**config.mk**
```make
export PLATFORM = sky130hd
export DESIGN_NAME = pipelined_addsub
export DESIGN_NICKNAME = d
export VERILOG_FILES = /design/src/rtl/adder_pkg.sv /design/src/rtl/adder_segment.sv /design/src/rtl/pipelined_addsub.sv
export SDC_FILE = /design/constraint.sdc
export NUM_CORES = 1
export LEC_CHECK = 0
export CORE_ASPECT_RATIO = 0.7
export CORE_MARGIN = 2
export CORE_UTILIZATION = 55
export DETAILED_ROUTE_END_ITERATION = 10
export GPL_TIMING_DRIVEN = 0
export PLACE_DENSITY = 0.8
export SETUP_SLACK_MARGIN = 0.4
export SLEW_MARGIN = 20
export SYNTH_ARGS = -nofsm -noshare
export SYNTH_HDL_FRONTEND = slang
export SYNTH_SLANG_ARGS = --single-unit
```
**constraint.sdc**
```tcl
create_clock -name clk -period 5.87 [get_ports clk]
set_input_delay 0.8805 -clock clk [delete_from_list [all_inputs] [get_ports clk]]
set_output_delay 0.8805 -clock clk [all_outputs]
set_load 0.01 [all_outputs]
```
**src/rtl/adder_pkg.sv**
```systemverilog
`default_nettype none
// ============================================================================
// Module      : adder_pkg
// Description : Shared types and helpers for the pipelined add/subtract unit.
//               op_e selects the operation; calc_nstage() derives the number
//               of pipeline stages from the operand and slice widths.
// Ports       : none (package)
// Revision    : 1.0 - initial release
// ============================================================================
package adder_pkg;

    typedef enum logic {
        OP_ADD = 1'b0,
        OP_SUB = 1'b1
    } op_e;

    // Number of SEG-bit slices in a WIDTH-bit operand. An illegal SEG is
    // mapped to 1 so the division stays defined; the top flags it separately.
    function automatic int calc_nstage(input int width, input int seg);
        return (seg < 1) ? 1 : (width / seg);
    endfunction

endpackage
`default_nettype wire

```
**src/rtl/adder_segment.sv**
```systemverilog
`default_nettype none
// ============================================================================
// Module      : adder_segment
// Description : Combinational SEG-bit ripple-carry slice. One instance per
//               pipeline stage of pipelined_addsub.
// Ports       : a, b   in  SEG  slice operands (b already inverted for SUB)
//               ci     in  1    carry into the slice LSB
//               s      out SEG  slice sum
//               co     out 1    carry out of the slice MSB
//               c_msb  out 1    carry into the slice MSB (signed overflow)
// Revision    : 1.0 - initial release
// ============================================================================
module adder_segment #(
    parameter int SEG = 8
) (
    input  logic [SEG-1:0] a,
    input  logic [SEG-1:0] b,
    input  logic           ci,
    output logic [SEG-1:0] s,
    output logic           co,
    output logic           c_msb
);

    logic [SEG:0] carry_w;

    always_comb begin
        carry_w    = '0;
        s          = '0;
        carry_w[0] = ci;
        for (int i = 0; i < SEG; i++) begin
            s[i]         = a[i] ^ b[i] ^ carry_w[i];
            carry_w[i+1] = (a[i] & b[i]) | (carry_w[i] & (a[i] ^ b[i]));
        end
    end

    assign co    = carry_w[SEG];
    assign c_msb = carry_w[SEG-1];

endmodule
`default_nettype wire

```
**src/rtl/pipelined_addsub.sv**
```systemverilog
`default_nettype none
// ============================================================================
// Module      : pipelined_addsub
// Description : Pipelined add/subtract unit. Operands are resolved SEG bits
//               per stage with the inter-slice carry registered, so the
//               critical path is one SEG-bit ripple regardless of WIDTH.
//               Valid/ready on both sides; a back-pressured output freezes
//               the whole pipeline.
// Ports       : clk, rst_n            clock, synchronous active-low reset
//               in_valid/in_ready     operand handshake
//               op, x, y, cin         operation and operands
//               out_valid/out_ready   result handshake
//               sum, cout, ovf        result, MSB carry, signed overflow
// Revision    : 1.0 - initial release
// ============================================================================
module pipelined_addsub
    import adder_pkg::*;
#(
    parameter int WIDTH = 32,
    parameter int SEG   = 8
) (
    input  logic             clk,
    input  logic             rst_n,
    input  logic             in_valid,
    output logic             in_ready,
    input  op_e              op,
    input  logic [WIDTH-1:0] x,
    input  logic [WIDTH-1:0] y,
    input  logic             cin,
    output logic             out_valid,
    input  logic             out_ready,
    output logic [WIDTH-1:0] sum,
    output logic             cout,
    output logic             ovf
);

    localparam int NSTAGE = calc_nstage(WIDTH, SEG);

    if ((SEG < 1) || ((WIDTH % ((SEG < 1) ? 1 : SEG)) != 0)) begin : g_param_check
        $error("pipelined_addsub: WIDTH (%0d) must be a positive multiple of SEG (%0d)",
               WIDTH, SEG);
    end

    logic             advance_w;
    logic             sub_w;
    logic [WIDTH-1:0] y_eff_w;
    logic             ci0_w;
    logic             ovf_q;

    // Whole pipeline advances unless the final stage holds an unaccepted beat.
    assign in_ready  = !out_valid || out_ready;
    assign advance_w = in_ready;

    // Subtraction is x + ~y + 1: invert y up front and force the LSB carry.
    assign sub_w   = (op == OP_SUB);
    assign y_eff_w = sub_w ? ~y : y;
    assign ci0_w   = sub_w | cin;

    for (genvar k = 0; k < NSTAGE; k++) begin : g_stage
        localparam int RW = (k + 1) * SEG;   // result bits resolved after this stage
        localparam int OW = WIDTH - RW;      // operand bits still to be resolved

        logic [OW+SEG-1:0] a_src_w;          // operand bits from this slice upward
        logic [OW+SEG-1:0] b_src_w;
        logic              ci_w;
        logic              v_in_w;
        logic [SEG-1:0]    s_w;
        logic              co_w;
        logic              c_msb_w;
        logic [RW-1:0]     r_d;

        logic              v_q;
        logic              c_q;
        logic [RW-1:0]     r_q;

        if (k == 0) begin : g_head
            assign a_src_w = x;
            assign b_src_w = y_eff_w;
            assign ci_w    = ci0_w;
            assign v_in_w  = in_valid;
            assign r_d     = s_w;
        end else begin : g_body
            assign a_src_w = g_stage[k-1].g_ops.a_q;
            assign b_src_w = g_stage[k-1].g_ops.b_q;
            assign ci_w    = g_stage[k-1].c_q;
            assign v_in_w  = g_stage[k-1].v_q;
            // Lower slices ride along so the whole word emerges together.
            assign r_d     = {s_w, g_stage[k-1].r_q};
        end

        adder_segment #(
            .SEG (SEG)
        ) u_seg (
            .a     (a_src_w[SEG-1:0]),
            .b     (b_src_w[SEG-1:0]),
            .ci    (ci_w),
            .s     (s_w),
            .co    (co_w),
            .c_msb (c_msb_w)
        );

        always_ff @(posedge clk) begin
            if (!rst_n) begin
                v_q <= 1'b0;
                c_q <= 1'b0;
                r_q <= '0;
            end else if (advance_w) begin
                v_q <= v_in_w;
                c_q <= co_w;
                r_q <= r_d;
            end
        end

        if (OW > 0) begin : g_ops
            // Upper operand slices skewed forward with the beat.
            logic [OW-1:0] a_q;
            logic [OW-1:0] b_q;
            // Carry into the slice MSB only matters for the top slice.
            logic          unused_c_msb_w;

            assign unused_c_msb_w = c_msb_w;

            always_ff @(posedge clk) begin
                if (!rst_n) begin
                    a_q <= '0;
                    b_q <= '0;
                end else if (advance_w) begin
                    a_q <= a_src_w[OW+SEG-1:SEG];
                    b_q <= b_src_w[OW+SEG-1:SEG];
                end
            end
        end else begin : g_tail
            always_ff @(posedge clk) begin
                if (!rst_n) begin
                    ovf_q <= 1'b0;
                end else if (advance_w) begin
                    ovf_q <= c_msb_w ^ co_w;
                end
            end
        end
    end

    assign out_valid = g_stage[NSTAGE-1].v_q;
    assign sum       = g_stage[NSTAGE-1].r_q;
    assign cout      = g_stage[NSTAGE-1].c_q;
    assign ovf       = ovf_q;

endmodule
`default_nettype wire

```
==> impl_metrics.env <==
export IMPL_synth_top_cell_area_share_pct=47.89
export IMPL_final_max_slew_violation_count=0
export IMPL_relSlewSlack_pct=65.07
export IMPL_clk_pin_slew_worst_paths_ns=0.07
export IMPL_place_congestion=0.8337
export IMPL_synth_fa_ha_area_share_pct=8.283
export IMPL_netlist_top_cells_count="nand2_1, dfxtp_1, a21boi_1"
export IMPL_startpoint_type="input port"
export IMPL_track_usage_pct=25.57
export IMPL_cp_end_kind="register"
export IMPL_synth_avg_cell_area_sq_um=8.982
export IMPL_pin_count=106
export IMPL_final_util_pct=69.33
export IMPL_tightestPinTransition_ns=0.5239
export IMPL_vias=6124
export IMPL_antenna_found_initial=0
export IMPL_setup_viol=0
export IMPL_grt_pass1_vias=5920
export IMPL_rsz0062_at_grt="no"
export IMPL_post_route_cells_drive_above_1_share_pct=7.839
export IMPL_drv_cap=0
export IMPL_synth_area_sq_um=7734
export IMPL_area_growth_pct=23.96
export IMPL_multi_input_area_sq_um=3577
export IMPL_antenna_cells=0
export IMPL_cts_setup_buffers=0
export IMPL_cts_tree="yes"
export IMPL_synth_compound_area_share_pct=19.12
export IMPL_rows=36
export IMPL_cts_resized=0
export IMPL_synth_largest_area_cell="dfxtp_1"
export IMPL_via_per_inst=5.168
export IMPL_synth_most_common_cell="nand2_1"
export IMPL_leakage_nw=3.902
export IMPL_clock_fmax_mhz=226.5
export IMPL_fin_crit_sh_pct=75.20
export IMPL_design_die_area_sq_um=15040
export IMPL_peakVddDrop_v=0.0002005
export IMPL_holdBufCountCts=0
export IMPL_synth_nets=963
export IMPL_synth_xor_area_share_pct=3.737
export IMPL_worstHoldStart="g_stage[1].r_q[3]"
export IMPL_ys_async_sr_fraction_pct=0
export IMPL_grt_pass1_wl_mm=29.92
export IMPL_regToRegStartpoint="g_stage[0].c_q"
export IMPL_fp_dieW_microns=145.7
export IMPL_route_final_wire_length_mm=18.37
export IMPL_grt_start_max_net_pins=17
export IMPL_cts_root_buf="clkbuf_16"
export IMPL_hold_path_class="register to register"
export IMPL_register_area_sq_um=3704
export IMPL_crit_top_cell="fa_1"
export IMPL_ys_seq_area_share_pct=47.89
export IMPL_critical_path_class="input port to register"
export IMPL_status="finished clean"
export IMPL_core_sq_um=13830
export IMPL_antenna_left=0
export IMPL_tns_ns=0
export IMPL_nFillCells=1144
export IMPL_yosys_cell_types_count=20
export IMPL_crit_chain="buf_2, buf_4, xnor2_1, fa_1, inv_1, fa_1, inv_1, fa_1, fa_1, fa_1, fa_1, fa_1, inv_1, fa_1, nand2_1, a21boi_1"
export IMPL_hold_violations=0
export IMPL_start_util_pct=55.93
export IMPL_synth_seq_cells=185
export IMPL_overflow=0
export IMPL_synthMuxAreaShare_pct=0
export IMPL_cts_buffers_inserted=17
export IMPL_die_y_microns=103.2
export IMPL_port_buffers=103
export IMPL_yosys_area_share_simple_pct=15.11
export IMPL_route_detailed_drc=0
export IMPL_synthTopCellsByArea="dfxtp_1, nand2_1, a21boi_1, fa_1, xnor2_1"
export IMPL_post_route_min_period_ns=4.414
export IMPL_htreeDepth=4
export IMPL_dp_hpwl_mm=12.93
export IMPL_cts_max_path_buffers=2
export IMPL_clock_sinks=185
export IMPL_yosys_warnings=0
export IMPL_p_per_area_nw_per_um2=295.1
export IMPL_postSynthCellCount=861
export IMPL_critPathArrivalTime_ns=4.73
export IMPL_synthFlopType="dfxtp_1"
export IMPL_first_pass_iters=5
export IMPL_wl_per_cell_microns=15.50
export IMPL_synth_edf_count=0
export IMPL_rrSetupSlack_ns=1.99
export IMPL_required_ns=6.19
export IMPL_nets=1085
export IMPL_fin_skew_ns=0.009309
export IMPL_cp_slowest_cell="fa_1"
export IMPL_insertion_delay_ns=0.43
export IMPL_critPathMaxFanout=10
export IMPL_synth_top_family_by_area="compound AO/OA/AOI/OAI gates"
export IMPL_max_stage_delay_ns=0.42
export IMPL_crit_path_start="op"
export IMPL_drtIter0Drc=401
==> logic make-up after synthesis <==
logic type	after synthesis
compound gates	208
simple gates	308
xor+xnor	33
fa+ha+maj	32
flops	185
buf+inv	95
==> registers in the layout, summed over array words and instances, names as in the netlist <==
name and flops:
g_stage.g_ops.a_q 48, cout 1, out_valid 1, sum 32, ovf 1, g_stage.v_q 3, g_stage.c_q 3, g_stage.r_q 48
g_stage.g_ops.b_q 48
==> cells in the final DEF, fill, tap and decap left out, drive strengths merged <==
cell type	n
nand2	304
o211a	15
nand3	2
clkinvlp	3
clkdlybuf4s50	103
xnor2	31
a21oi	24
clkbuf	39
nor2b	1
buf	43
clkinv	5
o21ai	24
fa	32
o21a	1
inv	34
nor2	1
bufinv	2
dfxtp	185
xor2	2
a21boi	144
==> per-layer routing <==
layer / vias up / track usage [%] / routed length (microns)
li1: 2992 / - / -
met1: 2895 / 36.60 / 8893
met2: 211 / 39.26 / 7842
met3: 26 / 5.482 / 1318
met4: 0 / 8.296 / 312
met5: - / 0 / 0
==> where the power goes <==
group	switching, mW	internal, mW	total, mW
clock	0.497	0.640	1.14
combinational	0.141	0.160	0.301
sequential	0.0498	1.34	1.39
total	0.689	2.14	2.83
==> worst max-delay path: cells and delay by family <==
| kind | cells | cell delay [ns] |
|---|---|---|
| buf+inv | 5 | 0.67 |
| compound gates | 1 | 0.06 |
| xor+xnor | 1 | 0.12 |
| simple gates | 1 | 0.07 |
| fa+ha+maj | 8 | 2.92 |
==> final timing paths <==
path | cells after the start | endpoint
worst min register to register | 2 | g_stage[2].r_q[3]
worst max-delay path | 16 | g_stage[0].r_q[7]
worst min-delay path | 2 | g_stage[2].r_q[3]
worst max register to register | 13 | g_stage[1].r_q[15]
==> through the flow <==
stage               setup slack [ns]  power [mW]  hold WS, ns  instances  instance area, sq um
floorplan                      1.288       1.584       0.4307        861                  7734
global placement               1.034       1.704       0.4361       1154                  9002
detailed placement             1.021       1.710       0.4419       1154                  9002
CTS                            1.446       2.833       0.4507       1185                  9587
global route                   1.268       2.933       0.4637       1185                  9587
finish                         1.456       2.829       0.4499       1185                  9587
==> cell type report <==
class | instances | share of cell area [%]
clock buffer | 18 | 4.581
clock inverter | 13 | 1.514
timing repair buffer | 103 | 10.75
multi-input combinational | 581 | 37.31
tap | 190 | 2.480
inverter | 31 | 1.214
buffer | 64 | 3.511
sequential | 185 | 38.63
Note: power is estimated with default switching activity, not from simulation.
